--- config.mk ---
export PLATFORM = sky130hd
export DESIGN_NAME = control_fsm
export DESIGN_NICKNAME = d
export VERILOG_FILES = /design/src/rtl/control_fsm.sv
export SDC_FILE = /design/constraint.sdc
export NUM_CORES = 1
export LEC_CHECK = 0
export BUFFER_PORTS_ARGS = -buffer_cell sky130_fd_sc_hd__buf_2
export CAP_MARGIN = 20
export CORE_MARGIN = 5
export CORE_UTILIZATION = 35
export CTS_BUF_LIST = sky130_fd_sc_hd__clkbuf_8
export DETAILED_ROUTE_END_ITERATION = 16
export PLACE_DENSITY = 0.66
export SETUP_SLACK_MARGIN = 0.02
export SLEW_MARGIN = 25
export SYNTH_ARGS = -nofsm -noshare
export SYNTH_HDL_FRONTEND = slang
export SYNTH_SLANG_ARGS = --single-unit
--- constraint.sdc ---
create_clock -name CLK -period 6.2 [get_ports CLK]
set_input_delay 1.24 -clock CLK [delete_from_list [all_inputs] [get_ports CLK]]
set_output_delay 1.24 -clock CLK [all_outputs]
set_load 0.005 [all_outputs]
--- src/rtl/control_fsm.sv ---
// Multi-cycle processor control unit: Moore FSM sequencing fetch, decode and
// per-class execute states, with every control output held in a register.
module control_fsm (
    input  logic       CLK,
    input  logic       RST_N,
    input  logic [3:0] Opcode,
    input  logic [2:0] Funct,
    output logic       MemWrite,
    output logic       IRegWrite,
    output logic       RegWrite,
    output logic       PCWrite,
    output logic       PCWriteBeq,
    output logic       PCWriteBne,
    output logic       ALUSrcA,
    output logic [1:0] ALUSRcB,
    output logic [2:0] ALUOp,
    output logic [1:0] IorD,
    output logic [1:0] MemWriteData,
    output logic [1:0] WriteAddr,
    output logic [1:0] WriteData,
    output logic [2:0] PCData,
    output logic       SignExt,
    output logic       Halted
);

    typedef enum logic [3:0] {
        S_RST, S_FETCH, S_DECODE, S_EXEC_R, S_EXEC_I, S_ALU_WB, S_MEM_ADDR,
        S_MEM_RD, S_MEM_WB, S_MEM_WR, S_BRANCH, S_JUMP, S_HALT
    } state_t;

    typedef struct packed {
        logic       mem_write;
        logic       ireg_write;
        logic       reg_write;
        logic       pc_write;
        logic       pc_write_beq;
        logic       pc_write_bne;
        logic       alu_src_a;
        logic [1:0] alu_src_b;
        logic [2:0] alu_op;
        logic [1:0] iord;
        logic [1:0] mem_write_data;
        logic [1:0] write_addr;
        logic [1:0] write_data;
        logic [2:0] pc_data;
        logic       sign_ext;
        logic       halted;
    } outs_t;

    localparam logic [3:0] OP_R    = 4'b0000;
    localparam logic [3:0] OP_ADDI = 4'b0001;
    localparam logic [3:0] OP_ANDI = 4'b0010;
    localparam logic [3:0] OP_ORI  = 4'b0011;
    localparam logic [3:0] OP_LW   = 4'b0100;
    localparam logic [3:0] OP_SW   = 4'b0101;
    localparam logic [3:0] OP_BEQ  = 4'b0110;
    localparam logic [3:0] OP_BNE  = 4'b0111;
    localparam logic [3:0] OP_J    = 4'b1000;
    localparam logic [3:0] OP_JAL  = 4'b1001;
    localparam logic [3:0] OP_JR   = 4'b1010;
    localparam logic [3:0] OP_LUI  = 4'b1011;
    localparam logic [3:0] OP_HALT = 4'b1111;

    state_t state_q, state_d;
    outs_t  out_q, out_d;

    // Outputs are a function of the state being entered, so registering them
    // alongside the state keeps the block Moore with glitch-free outputs.
    function automatic outs_t decode_outs(input state_t st, input logic [3:0] op,
                                          input logic [2:0] fn);
        outs_t o;
        o = '0;
        case (st)
            S_FETCH: begin
                o.ireg_write = 1'b1;
                o.pc_write   = 1'b1;
                o.alu_src_b  = 2'b01;
            end
            S_DECODE: begin
                o.alu_src_b = 2'b11;
                o.sign_ext  = 1'b1;
            end
            S_EXEC_R: begin
                o.alu_src_a = 1'b1;
                o.alu_op    = fn;
            end
            S_EXEC_I: begin
                o.alu_src_a = 1'b1;
                o.alu_src_b = 2'b10;
                case (op)
                    OP_ANDI: o.alu_op = 3'b010;
                    OP_ORI:  o.alu_op = 3'b011;
                    default: o.alu_op = 3'b000;
                endcase
                o.sign_ext = (op == OP_ADDI);
            end
            S_ALU_WB: begin
                o.reg_write = 1'b1;
                if (op == OP_R)
                    o.write_addr = 2'b01;
                if (op == OP_LUI)
                    o.write_data = 2'b11;
            end
            S_MEM_ADDR: begin
                o.alu_src_a = 1'b1;
                o.alu_src_b = 2'b10;
                o.sign_ext  = 1'b1;
            end
            S_MEM_RD: o.iord = 2'b01;
            S_MEM_WB: begin
                o.reg_write  = 1'b1;
                o.write_data = 2'b01;
            end
            S_MEM_WR: begin
                o.iord      = 2'b01;
                o.mem_write = 1'b1;
            end
            S_BRANCH: begin
                o.alu_src_a    = 1'b1;
                o.alu_op       = 3'b001;
                o.pc_data      = 3'b001;
                o.pc_write_beq = (op == OP_BEQ);
                o.pc_write_bne = (op == OP_BNE);
            end
            S_JUMP: begin
                o.pc_write = 1'b1;
                case (op)
                    OP_JAL: begin
                        o.pc_data    = 3'b010;
                        o.reg_write  = 1'b1;
                        o.write_addr = 2'b10;
                        o.write_data = 2'b10;
                    end
                    OP_JR:   o.pc_data = 3'b011;
                    default: o.pc_data = 3'b010;
                endcase
            end
            S_HALT:  o.halted = 1'b1;
            default: o = '0;
        endcase
        return o;
    endfunction

    always_comb begin
        state_d = state_q;
        case (state_q)
            S_RST:    state_d = S_FETCH;
            S_FETCH:  state_d = S_DECODE;
            S_DECODE: begin
                case (Opcode)
                    OP_R:                     state_d = S_EXEC_R;
                    OP_ADDI, OP_ANDI, OP_ORI: state_d = S_EXEC_I;
                    OP_LW, OP_SW:             state_d = S_MEM_ADDR;
                    OP_BEQ, OP_BNE:           state_d = S_BRANCH;
                    OP_J, OP_JAL, OP_JR:      state_d = S_JUMP;
                    OP_LUI:                   state_d = S_ALU_WB;
                    OP_HALT:                  state_d = S_HALT;
                    default:                  state_d = S_FETCH;
                endcase
            end
            S_EXEC_R, S_EXEC_I: state_d = S_ALU_WB;
            S_MEM_ADDR: state_d = (Opcode == OP_LW) ? S_MEM_RD : S_MEM_WR;
            S_MEM_RD:   state_d = S_MEM_WB;
            S_ALU_WB, S_MEM_WB, S_MEM_WR, S_BRANCH, S_JUMP: state_d = S_FETCH;
            S_HALT:     state_d = S_HALT;
            default:    state_d = S_RST;
        endcase
        out_d = decode_outs(state_d, Opcode, Funct);
    end

    always_ff @(posedge CLK) begin
        if (!RST_N) begin
            state_q <= S_RST;
            out_q   <= '0;
        end else begin
            state_q <= state_d;
            out_q   <= out_d;
        end
    end

    assign MemWrite     = out_q.mem_write;
    assign IRegWrite    = out_q.ireg_write;
    assign RegWrite     = out_q.reg_write;
    assign PCWrite      = out_q.pc_write;
    assign PCWriteBeq   = out_q.pc_write_beq;
    assign PCWriteBne   = out_q.pc_write_bne;
    assign ALUSrcA      = out_q.alu_src_a;
    assign ALUSRcB      = out_q.alu_src_b;
    assign ALUOp        = out_q.alu_op;
    assign IorD         = out_q.iord;
    assign MemWriteData = out_q.mem_write_data;
    assign WriteAddr    = out_q.write_addr;
    assign WriteData    = out_q.write_data;
    assign PCData       = out_q.pc_data;
    assign SignExt      = out_q.sign_ext;
    assign Halted       = out_q.halted;

endmodule

# [Yosys cells after proc, flatten, opt, wreduce, memory -nomap -nowiden]
# Memory sizes are Yosys's and may differ from the RTL's.
# Index checks and enable logic that the tools add are counted.
[totals] elab_cells=83 out_inout_bits=25 latch_bits=0 ramBits=0 register_bits=29 mem_bits_ro=64 inputBits=9 memories=1
[op_classes] mul=0 n_shift=0 n_lt_le_gt_ge=0 addsub=0 n_reduce_logical=11 bitwise=0 div_mod_pow=0 n_eq_ne=33 n_mux=21
[mem_list] name="(name not given)" words=16 word_bits=4 rd=1 rd_ports_with_merged_regs=0 write_ports=0 line_no="150" rtl="case (Opcode)"
[ops] operator="== test 4 bit (second input constant)" n=13
[ops] operator="== test 4 x 3 -> 1 bit (second input constant)" n=11
[ops] operator="one-hot mux 4 bit (7 select lines)" n=1
[ops] operator="== test 4 x 2 -> 1 bit (second input constant)" n=6
[ops] operator="== test 4 x 1 -> 1 bit (second input constant)" n=3
[ops] operator="one-hot mux 2 bit (2 select lines)" n=3
[ops] operator="one-hot mux 2 bit (3 select lines)" n=2
[ops] operator="OR reduction 2 bit" n=6
[ops] operator="two-way mux 1 bit" n=9
[ops] operator="one-hot mux 3 bit (3 select lines)" n=1
[ops] operator="logical NOT 4 bit" n=2
[ops] operator="two-way mux 4 bit" n=2
[ops] operator="OR reduction 6 bit" n=1
[ops] operator="one-hot mux 1 bit (2 select lines)" n=2
[ops] operator="OR reduction 4 bit" n=1
[ops] operator="two-way mux 2 bit" n=1
[ops] operator="AND reduction 2 bit" n=1

# [Depth between registers and ports, before layout]
# Gate-level depths: netlist of the first run.
[logic_depth] depth_word=6 depth_mapped=7 ltp_nobuf=5

# [Least setup slack after synthesis of the first run]
# No wires, ideal clock.
[synth_timing] path_type="in2reg" startpoint="in Opcode[2]" endpoint="reg out_q (netlist bit WriteAddr[0])" setup_ps=73 path_buffers=1 t_required_ps=6127 path_slack_ps=3251 path_stages=6 arrival_time_ps=2876 cell_sequence="buf_4 -> or4b_1 -> o21ai_0 -> a32oi_1 -> or3_4 -> nor3_2"
[synth_between] elab_chain_len=5 word_cells_on_any_way=9 cone_classes="eq/ne: 3; mux: 4; reduce/logical: 1; memory: 1"
[synth_rtl] item="start, declared" line_no="6" rtl="input logic [3:0] Opcode,"
[synth_rtl] item="parallel branches: the longest is 4 deep, another holds memory read (16 x 4 bit)"
[synth_rtl] item="one-hot mux 2 bit (2 select lines) *" line_no="73" rtl="case (st)"
[synth_rtl] item="end signal, assigned" line_no="177" rtl="out_q <= out_d;"
[synth_rtl] item="end, declared" line_no="65" rtl="outs_t out_q, out_d;"
# Mark *: on every way between the ends.
# A chain may end at the register's enable or synchronous reset.

# [Final worst setup path of the first run]
[layout_timing] startpoint="in Opcode[1]" endpoint="reg out_q (netlist bit ALUSrcA)"
[layout_between] elab_chain_len=6 word_cells_on_any_way=10 cone_classes="eq/ne: 5; mux: 3; reduce/logical: 1; memory: 1"
[layout_rtl] item="parallel branches: the longest is 2 deep, another holds memory read (16 x 4 bit)"
[layout_rtl] item="one-hot mux 4 bit (7 select lines) *" line_no="146" rtl="case (state_q)"
[layout_rtl] item="== test 4 bit (tied with other cells)" line_no="73"
[layout_rtl] item="OR reduction 4 bit (no line) *"
[layout_rtl] item="two-way mux 1 bit *" line_no="73"
# Marked as above.

==> report_table.html, run 1 <==
<table>
<tr><th>Metric</th><th>Value</th></tr>
<tr><th colspan="2">Die</th></tr>
<tr><td>I/O pin total</td><td>34</td></tr>
<tr><td>Number of standard-cell rows in the floorplan</td><td>21</td></tr>
<tr><td>Die span in x</td><td>69.7 um</td></tr>
<tr><td>Starting Density</td><td>36.8%</td></tr>
<tr><td>Height of the chip</td><td>69.7 um</td></tr>
<tr><td>Floorplan die area</td><td>4850 um^2</td></tr>
<tr><td>Area inside the core boundary</td><td>3390 um^2</td></tr>
<tr><th colspan="2">Critical path</th></tr>
<tr><td>Crit end category</td><td>flip-flop</td></tr>
<tr><td>Largest incremental delay on the critical path</td><td>0.58 ns</td></tr>
<tr><td>Critical Path Source Type</td><td>input port</td></tr>
<tr><td>Sum of buffers and inverters on the critical path</td><td>1</td></tr>
<tr><td>Worst endpoint required time</td><td>6.40 ns</td></tr>
<tr><td>Data arrival at the endpoint of the critical path</td><td>3.26 ns</td></tr>
<tr><td>Standard cell with the maximum stage delay on the critical path</td><td>sky130_fd_sc_hd__or4b_1</td></tr>
<tr><td>Critical path, cell by cell</td><td>buf_2 -&gt; or4b_1 -&gt; o21ai_0 -&gt; o211ai_1 -&gt; nor4_1 -&gt; a311o_1</td></tr>
<tr><td>Critical Path Stages</td><td>6</td></tr>
<tr><td>FF-to-FF path depth</td><td>5</td></tr>
<tr><td>Top delay family on crit path</td><td>simple AND/OR/NAND/NOR gates</td></tr>
<tr><td>Category of the most critical setup path</td><td>input port to flip-flop</td></tr>
<tr><td>Biggest fanout along the worst timing path</td><td>13</td></tr>
<tr><th colspan="2">Global routing</th></tr>
<tr><td>GRT overflow</td><td>0</td></tr>
<tr><td>GRT Util Overall</td><td>11.5%</td></tr>
<tr><td>Number of global-route vias before repair</td><td>1001</td></tr>
<tr><td>Maximum number of pins on one net before global-route repair</td><td>14</td></tr>
<tr><td>First-pass GRT wire length</td><td>4640 um</td></tr>
<tr><td>Antenna violations before repair</td><td>0</td></tr>
<tr><th colspan="2">Cells and area</th></tr>
<tr><td>Antenna diode count</td><td>0</td></tr>
<tr><td>Fraction of layout cells with a size suffix above 1</td><td>25.9%</td></tr>
<tr><td>Post-Route Utilization</td><td>41.5%</td></tr>
<tr><td>Final design instance area without fill</td><td>1410 um^2</td></tr>
<tr><td>Area growth from synthesis to layout</td><td>12.8%</td></tr>
<tr><td>Number of nets at the end of the flow</td><td>168</td></tr>
<tr><th colspan="2">Drt</th></tr>
<tr><td>Iter 0 DRT Violations</td><td>35</td></tr>
<tr><td>Total wirelength of the detailed-routed design</td><td>2800 um</td></tr>
<tr><td>Post-DRT Antenna Nets</td><td>0</td></tr>
<tr><td>Number of search-and-repair iterations in the first detailed-routing pass</td><td>4</td></tr>
<tr><td>DR DRC count</td><td>0</td></tr>
<tr><td>Average detailed-routed wire length per instance</td><td>13.7 um</td></tr>
<tr><td>Post-DR vias/cell</td><td>5.32</td></tr>
<tr><td>Vias after detailed routing</td><td>1085</td></tr>
<tr><th colspan="2">Power</th></tr>
<tr><td>Design Power</td><td>366 uW</td></tr>
<tr><td>Worst IR Drop VDD</td><td>91.1 uV</td></tr>
<tr><td>Power density relative to cell area</td><td>261 nW/um^2</td></tr>
<tr><td>Static Leak</td><td>0.000620 uW</td></tr>
<tr><th colspan="2">Placement</th></tr>
<tr><td>Count of buffers from port buffering</td><td>29</td></tr>
<tr><td>Placed wire-length estimate after detailed placement</td><td>2130 um</td></tr>
<tr><td>Placed cell area</td><td>1360 um^2</td></tr>
<tr><td>Routability Congestion</td><td>0.907</td></tr>
<tr><th colspan="2">Status</th></tr>
<tr><td>Status</td><td>complete, no violations</td></tr>
<tr><th colspan="2">Clock tree</th></tr>
<tr><td>TritonCTS clock tree</td><td>built</td></tr>
<tr><td>Root Buffer</td><td>sky130_fd_sc_hd__clkbuf_8</td></tr>
<tr><td>Largest buffer count on any clock path</td><td>2</td></tr>
<tr><td>Clock net sink count</td><td>25</td></tr>
<tr><td>Postcts setup bufs</td><td>0</td></tr>
<tr><td>CTS Buf Count</td><td>3</td></tr>
<tr><td>Insertion delay of the later-clocked pin in the worst-skew pair</td><td>0.26 ns</td></tr>
<tr><td>Count of H-tree levels built during CTS</td><td>1</td></tr>
<tr><td>Quantity of gates resized following cts</td><td>0</td></tr>
<tr><td>Clock slew at reported path FFs</td><td>0.08 ns</td></tr>
<tr><td>Cts hold-fix bufs</td><td>0</td></tr>
<tr><th colspan="2">Synth</th></tr>
<tr><td>Cell types occupying the most area after synthesis</td><td>sky130_fd_sc_hd__dfxtp_1 (40%), sky130_fd_sc_hd__buf_4 (3.0%), sky130_fd_sc_hd__nand2_1 (3.0%)</td></tr>
<tr><td>Commonest cells in the netlist</td><td>sky130_fd_sc_hd__dfxtp_1 (25), sky130_fd_sc_hd__nand2_1 (10), sky130_fd_sc_hd__nor2_1 (9)</td></tr>
<tr><td>Area fraction of the dominant cell type after synthesis</td><td>40.2%</td></tr>
<tr><td>Synthesis Warnings</td><td>0</td></tr>
<tr><td>Register bit count reported by yosys</td><td>25</td></tr>
<tr><td>Count of flip-flops with a built-in enable after synthesis</td><td>0</td></tr>
<tr><td>Cell type with the highest aggregate area in the netlist</td><td>sky130_fd_sc_hd__dfxtp_1</td></tr>
<tr><td>Synthesized area</td><td>1250 um^2</td></tr>
<tr><td>Synth cell types</td><td>55</td></tr>
<tr><td>Fraction of the yosys area taken by sequential cells</td><td>40.2%</td></tr>
<tr><td>Number of instances in the synthesized netlist</td><td>136</td></tr>
<tr><td>Average instance area after synthesis</td><td>9.16 um^2</td></tr>
<tr><td>Asr flop ratio synth</td><td>0%</td></tr>
<tr><td>Primary FF master, synth</td><td>sky130_fd_sc_hd__dfxtp_1</td></tr>
<tr><td>Most common cell in the netlist</td><td>sky130_fd_sc_hd__dfxtp_1</td></tr>
<tr><th colspan="2">Timing</th></tr>
<tr><td>Max-slew violation count</td><td>0</td></tr>
<tr><td>Transition at the pin with the smallest max-transition slack</td><td>0.807 ns</td></tr>
<tr><td>Achievable clock frequency</td><td>0.327 GHz</td></tr>
<tr><td>Count of final hold-check violations</td><td>0</td></tr>
<tr><td>Slew Limit Headroom</td><td>46.2%</td></tr>
<tr><td>Part of the cycle the worst path needs</td><td>49.4%</td></tr>
<tr><td>Total of endpoints with negative setup slack in the final report</td><td>0</td></tr>
<tr><td>Hold Worst Slack</td><td>0.671 ns</td></tr>
<tr><td>Final setup TNS</td><td>0 ns</td></tr>
<tr><td>Final Skew</td><td>0.00135 ns</td></tr>
<tr><td>Setup repair after global routing missed its margin</td><td>false</td></tr>
<tr><td>Final min period</td><td>3.06 ns</td></tr>
<tr><th colspan="2">Job</th></tr>
<tr><td>Max capacitance violation total</td><td>0</td></tr>
<tr><th colspan="2">Worst hold path</th></tr>
<tr><td>Cell count of the worst hold path</td><td>2</td></tr>
<tr><td>Hold Path Class</td><td>flip-flop to flip-flop</td></tr>
</table>
[flip-flops by register name (all words and copies together) (netlist names)]
| register | flops |
|---|---|
| state_q | 4 |
| ALUOp | 3 |
| WriteData | 2 |
| MemWrite | 1 |
| Halted | 1 |
| IorD | 1 |
| IRegWrite | 1 |
| PCWriteBeq | 1 |
| ALUSRcB | 2 |
| PCWriteBne | 1 |
| RegWrite | 1 |
| SignExt | 1 |
| PCData | 2 |
| WriteAddr | 2 |
| PCWrite | 1 |
| ALUSrcA | 1 |
[worst paths after layout]
| path | startpoint | slack, ns | to |
|---|---|---|---|
| max reg2reg | state_q[0]$_SDFF_PN0_ | 3.88 | WriteAddr[0]$_SDFF_PN0_ |
| min | state_q[0]$_SDFF_PN0_ | 0.67 | WriteData[0]$_SDFF_PN0_ |
| max | Opcode[1] | 3.14 | ALUSrcA$_SDFF_PN0_ |
| min reg2reg | state_q[0]$_SDFF_PN0_ | 0.67 | WriteData[0]$_SDFF_PN0_ |
[placed cells by master (no fill, tap or decap), drive strengths merged, types with 2 or more instances in the layout]
cell	synthesis	routed
nand3	4	4
a32oi	2	2
o211ai	2	2
nor4	4	4
or3	4	4
a21oi	2	2
and2b	2	2
nand2b	3	3
a32o	2	2
clkbuf	2	3
inv	6	7
nand2	10	10
buf	12	29
o21bai	3	3
and3	4	4
or4b	2	2
conb	1	4
nor3	7	7
nand3b	3	3
nor2	9	9
o21ai	4	4
dfxtp	25	25
a2111oi	2	2
[logic make-up (layout without fill, tap and decap cells)]
group | after synthesis | after routing | share of synthesized area [%]
AND/OR/NAND/NOR | 60 | 60 | 29.6
AO/OA/AOI/OAI | 28 | 28 | 18.6
flip-flops | 25 | 25 | 40.2
buffers and inverters | 20 | 39 | 9.84
other | 1 | 4 | 0.301
XOR/XNOR | 1 | 1 | 0.703
multiplexers | 1 | 1 | 0.803
[final cells by class]
cell class	count	area [um^2]
fill	338	1980
multi-input combinational	94	634
sequential	25	500
timing repair buffer	29	145
tap	46	57.6
clock buffer	3	41.3
inverter	6	22.5
clock inverter	1	3.75
[through the flow]
stage	instances	setup WS [ns]
2_1_floorplan	139	3.25
3_3_place_gp	200	2.96
3_5_place_dp	200	2.89
4_1_cts	204	3.17
5_1_grt	204	3.03
6_report	204	3.14
[power breakdown]
part	switching [uW]	internal [uW]	leakage [uW]
Combinational	57.6	37.4	0.000390
Sequential	9.12	174	0.000203
Clock	44.4	44.1	0.0000269
[worst reg2reg max path: stages (launching register included)]
cell	delay, ns
sky130_fd_sc_hd__dfxtp_1	0.52
sky130_fd_sc_hd__nor2_1	0.09
sky130_fd_sc_hd__a2111oi_0	0.59
sky130_fd_sc_hd__a32oi_1	0.38
sky130_fd_sc_hd__or3_4	0.50
sky130_fd_sc_hd__nor3_2	0.17
[routing by layer]
layer / routed length, um / GRT usage [%]
met1: 1100 / 12.6
met2: 1520 / 21.4
met3: 162 / 3.19
met4: 14 / 3.19
met5: 0 / 0
No activity file was read; power rests on OpenSTA's default activity.
==> run 2, diff against run 1 <==
ABC_AREA = 1   (was not set)
PLACE_DENSITY = 0.69   (was 0.66)
clock period = 2.62 ns   (was 6.2 ns; I/O delays follow)
==> report_table.html, run 2 <==
<table>
<tr><th>Metric</th><th>Value</th></tr>
<tr><th colspan="2">Placement</th></tr>
<tr><td>Placed cell area</td><td>1380 um^2</td></tr>
<tr><td>Count of buffers from port buffering</td><td>29</td></tr>
<tr><td>Placed wire-length estimate after detailed placement</td><td>2080 um</td></tr>
<tr><td>Routability Congestion</td><td>0.845</td></tr>
<tr><td>Cells after DPL</td><td>248</td></tr>
<tr><th colspan="2">Global routing</th></tr>
<tr><td>Antenna violations before repair</td><td>0</td></tr>
<tr><td>First-pass GRT wire length</td><td>3860 um</td></tr>
<tr><td>GRT overflow</td><td>0</td></tr>
<tr><td>Maximum number of pins on one net before global-route repair</td><td>18</td></tr>
<tr><td>GRT Util Overall</td><td>11.0%</td></tr>
<tr><td>Number of global-route vias before repair</td><td>946</td></tr>
<tr><th colspan="2">Synth</th></tr>
<tr><td>Fraction of the yosys area taken by sequential cells</td><td>41.5%</td></tr>
<tr><td>Synth cell types</td><td>21</td></tr>
<tr><td>Synthesis Warnings</td><td>0</td></tr>
<tr><td>Commonest cells in the netlist</td><td>sky130_fd_sc_hd__nand2_1 (46), sky130_fd_sc_hd__dfxtp_1 (25), sky130_fd_sc_hd__nor2_1 (23)</td></tr>
<tr><td>Asr flop ratio synth</td><td>0%</td></tr>
<tr><td>Area fraction of the dominant cell type after synthesis</td><td>41.5%</td></tr>
<tr><td>Cell types occupying the most area after synthesis</td><td>sky130_fd_sc_hd__dfxtp_1 (41%), sky130_fd_sc_hd__nand2_1 (14%), sky130_fd_sc_hd__nand3_1 (7.5%)</td></tr>
<tr><td>Average instance area after synthesis</td><td>6.86 um^2</td></tr>
<tr><td>Count of flip-flops with a built-in enable after synthesis</td><td>0</td></tr>
<tr><td>Number of instances in the synthesized netlist</td><td>176</td></tr>
<tr><td>Primary FF master, synth</td><td>sky130_fd_sc_hd__dfxtp_1</td></tr>
<tr><td>Most common cell in the netlist</td><td>sky130_fd_sc_hd__nand2_1</td></tr>
<tr><td>Synthesized area</td><td>1210 um^2</td></tr>
<tr><td>Cell type with the highest aggregate area in the netlist</td><td>sky130_fd_sc_hd__dfxtp_1</td></tr>
<tr><td>Register bit count reported by yosys</td><td>25</td></tr>
<tr><th colspan="2">Cells and area</th></tr>
<tr><td>Number of inserted filler cells in the final layout</td><td>352</td></tr>
<tr><td>Fraction of layout cells with a size suffix above 1</td><td>27.7%</td></tr>
<tr><td>Final design instance area without fill</td><td>1430 um^2</td></tr>
<tr><td>Antenna diode count</td><td>0</td></tr>
<tr><td>Area growth from synthesis to layout</td><td>18.0%</td></tr>
<tr><td>Most flops, register</td><td>state_q</td></tr>
<tr><td>Number of non-filler instances in the completed layout</td><td>252</td></tr>
<tr><td>Commonest cells after routing, fill and taps aside</td><td>sky130_fd_sc_hd__nand2_1 (46), sky130_fd_sc_hd__buf_2 (29), sky130_fd_sc_hd__dfxtp_1 (25), sky130_fd_sc_hd__nor2_1 (23), sky130_fd_sc_hd__nand3_1 (18)</td></tr>
<tr><td>Most common cell after layout, fill and taps aside</td><td>sky130_fd_sc_hd__nand2_1</td></tr>
<tr><td>Number of nets at the end of the flow</td><td>216</td></tr>
<tr><td>Post-Route Utilization</td><td>42.7%</td></tr>
<tr><td>Max reg flops</td><td>4</td></tr>
<tr><th colspan="2">Critical path</th></tr>
<tr><td>CP dominant cell by count</td><td>sky130_fd_sc_hd__nand2_1</td></tr>
<tr><td>Sum of buffers and inverters on the critical path</td><td>2</td></tr>
<tr><td>Data arrival at the endpoint of the critical path</td><td>1.78 ns</td></tr>
<tr><td>Launching point of the worst reg2reg path</td><td>state_q[2]$_SDFF_PN0_</td></tr>
<tr><td>Worst-case register-to-register setup slack</td><td>1.04 ns</td></tr>
<tr><td>Crit path to</td><td>SignExt$_SDFF_PN0_</td></tr>
<tr><td>Critical Path Source Type</td><td>input port</td></tr>
<tr><td>Category of the most critical setup path</td><td>input port to flip-flop</td></tr>
<tr><td>Top delay family on crit path</td><td>simple AND/OR/NAND/NOR gates</td></tr>
<tr><td>Biggest fanout along the worst timing path</td><td>8</td></tr>
<tr><td>CP Launch Point</td><td>Opcode[1]</td></tr>
<tr><td>Reg-to-reg critical path endpoint</td><td>SignExt$_SDFF_PN0_</td></tr>
<tr><td>Crit end category</td><td>flip-flop</td></tr>
<tr><td>Critical Path Stages</td><td>11</td></tr>
<tr><td>Largest incremental delay on the critical path</td><td>0.17 ns</td></tr>
<tr><td>FF-to-FF path depth</td><td>9</td></tr>
<tr><td>Critical path, cell by cell</td><td>buf_2 -&gt; nand3_1 -&gt; nand2_1 -&gt; nand2_1 -&gt; nand2_1 -&gt; nand2_1 -&gt; inv_1 -&gt; nand2_2 -&gt; nor2_4 -&gt; nand3_1 -&gt; a21oi_1</td></tr>
<tr><td>Worst endpoint required time</td><td>2.82 ns</td></tr>
<tr><td>Standard cell with the maximum stage delay on the critical path</td><td>sky130_fd_sc_hd__buf_2</td></tr>
<tr><th colspan="2">Die</th></tr>
<tr><td>I/O pin total</td><td>34</td></tr>
<tr><td>Floorplan die area</td><td>4720 um^2</td></tr>
<tr><td>Height of the chip</td><td>68.7 um</td></tr>
<tr><td>Die span in x</td><td>68.7 um</td></tr>
<tr><td>Starting Density</td><td>36.2%</td></tr>
<tr><td>Area inside the core boundary</td><td>3340 um^2</td></tr>
<tr><td>Number of standard-cell rows in the floorplan</td><td>21</td></tr>
<tr><th colspan="2">Drt</th></tr>
<tr><td>Post-DR vias/cell</td><td>4.38</td></tr>
<tr><td>Post-DRT Antenna Nets</td><td>0</td></tr>
<tr><td>Number of search-and-repair iterations in the first detailed-routing pass</td><td>4</td></tr>
<tr><td>Vias after detailed routing</td><td>1105</td></tr>
<tr><td>Total wirelength of the detailed-routed design</td><td>2550 um</td></tr>
<tr><td>Average detailed-routed wire length per instance</td><td>10.1 um</td></tr>
<tr><td>DR DRC count</td><td>0</td></tr>
<tr><td>Iter 0 DRT Violations</td><td>54</td></tr>
<tr><th colspan="2">Clock tree</th></tr>
<tr><td>CTS Buf Count</td><td>3</td></tr>
<tr><td>Count of H-tree levels built during CTS</td><td>1</td></tr>
<tr><td>Clock net sink count</td><td>25</td></tr>
<tr><td>Postcts setup bufs</td><td>0</td></tr>
<tr><td>Largest buffer count on any clock path</td><td>2</td></tr>
<tr><td>Quantity of gates resized following cts</td><td>0</td></tr>
<tr><td>Root Buffer</td><td>sky130_fd_sc_hd__clkbuf_8</td></tr>
<tr><td>Insertion delay of the later-clocked pin in the worst-skew pair</td><td>0.27 ns</td></tr>
<tr><td>Clock slew at reported path FFs</td><td>0.09 ns</td></tr>
<tr><td>Cts hold-fix bufs</td><td>0</td></tr>
<tr><td>TritonCTS clock tree</td><td>built</td></tr>
<tr><th colspan="2">Power</th></tr>
<tr><td>Static Leak</td><td>0.000765 uW</td></tr>
<tr><td>Power density relative to cell area</td><td>740 nW/um^2</td></tr>
<tr><td>Worst IR Drop VDD</td><td>336 uV</td></tr>
<tr><th colspan="2">Timing</th></tr>
<tr><td>Part of the cycle the worst path needs</td><td>60.3%</td></tr>
<tr><td>Achievable clock frequency</td><td>0.633 GHz</td></tr>
<tr><td>Count of final hold-check violations</td><td>0</td></tr>
<tr><td>Final min period</td><td>1.58 ns</td></tr>
<tr><td>Max-slew violation count</td><td>0</td></tr>
<tr><td>Final Skew</td><td>0.00605 ns</td></tr>
<tr><td>Final setup TNS</td><td>0 ns</td></tr>
<tr><td>Total of endpoints with negative setup slack in the final report</td><td>0</td></tr>
<tr><td>Setup repair after global routing missed its margin</td><td>false</td></tr>
<tr><th colspan="2">Job</th></tr>
<tr><td>Max capacitance violation total</td><td>0</td></tr>
<tr><th colspan="2">Worst hold path</th></tr>
<tr><td>Hold Path Class</td><td>input port to flip-flop</td></tr>
<tr><th colspan="2">Status</th></tr>
<tr><td>Status</td><td>complete, no violations</td></tr>
</table>
## run 2: worst register-to-register path, stage by stage (launching register included)
cell and delay (ns):
sky130_fd_sc_hd__dfxtp_1 0.38, sky130_fd_sc_hd__nor2_2 0.22, sky130_fd_sc_hd__nand3_1 0.10, sky130_fd_sc_hd__nand2_1 0.08, sky130_fd_sc_hd__nand2_1 0.13, sky130_fd_sc_hd__inv_1 0.13, sky130_fd_sc_hd__nand2_2 0.07, sky130_fd_sc_hd__nor2_4 0.17
sky130_fd_sc_hd__nand3_1 0.11, sky130_fd_sc_hd__a21oi_1 0.14
## run 2: metal layers
layer	part of all wire, %	GRT usage (%)	wire length [um]	vias up
met5	0	0	0	-
met4	0.43	2.19	11	0
met3	6.7	3.57	171	2
met2	46	19.4	1170	23
met1	47	12.9	1200	479
li1	-	-	-	601
## run 2: final cells by class
| class | instances | area, um^2 | share of cell area [%] |
|---|---|---|---|
| multi-input combinational | 127 | 594 | 41.7 |
| sequential | 25 | 500 | 35.1 |
| timing repair buffer | 29 | 145 | 10.2 |
| inverter | 21 | 78.8 | 5.53 |
| tap | 46 | 57.6 | 4.04 |
| clock buffer | 3 | 41.3 | 2.90 |
| clock inverter | 1 | 7.51 | 0.527 |
## run 2: through the flow
stage	setup WS (ns)	hold WS, ns	total power, uW
floorplan	1.02	0.483	743
global placement	0.758	0.517	837
detailed placement	0.764	0.511	839
CTS	1.03	0.495	1070
global route	0.839	0.488	1130
finish	1.04	0.497	1050
## run 2: worst min path at each step
stage	startpoint	endpoint	slack [ns]	cells past startpoint
after floorplan	state_q[1]$_SDFF_PN0_	IorD[0]$_SDFF_PN0_	0.48	2
after global placement	state_q[1]$_SDFF_PN0_	IorD[0]$_SDFF_PN0_	0.52	2
after detailed placement	state_q[1]$_SDFF_PN0_	IorD[0]$_SDFF_PN0_	0.51	2
after CTS	Funct[1]	ALUOp[1]$_SDFF_PN0_	0.50	3
after global routing	Funct[2]	ALUOp[2]$_SDFF_PN0_	0.49	2
final	Funct[1]	ALUOp[1]$_SDFF_PN0_	0.50	3
## run 2: report_power, final
part | switching, uW | leakage (uW) | internal (uW) | total [uW]
sequential | 23.7 | 0.000203 | 433 | 457
combinational | 244 | 0.000540 | 128 | 372
clock | 117 | 0.0000217 | 108 | 225
total | 385 | 0.000765 | 669 | 1050
## run 2: cell families (layout without fill, tap and decap cells)
kind of cell | Yosys count | count (layout) | share of synthesized area [%]
AO/OA/AOI/OAI | 12 | 12 | 4.97
buffers and inverters | 27 | 54 | 10.3
flip-flops | 25 | 25 | 41.5
other | 1 | 4 | 0.311
AND/OR/NAND/NOR | 111 | 111 | 43.0
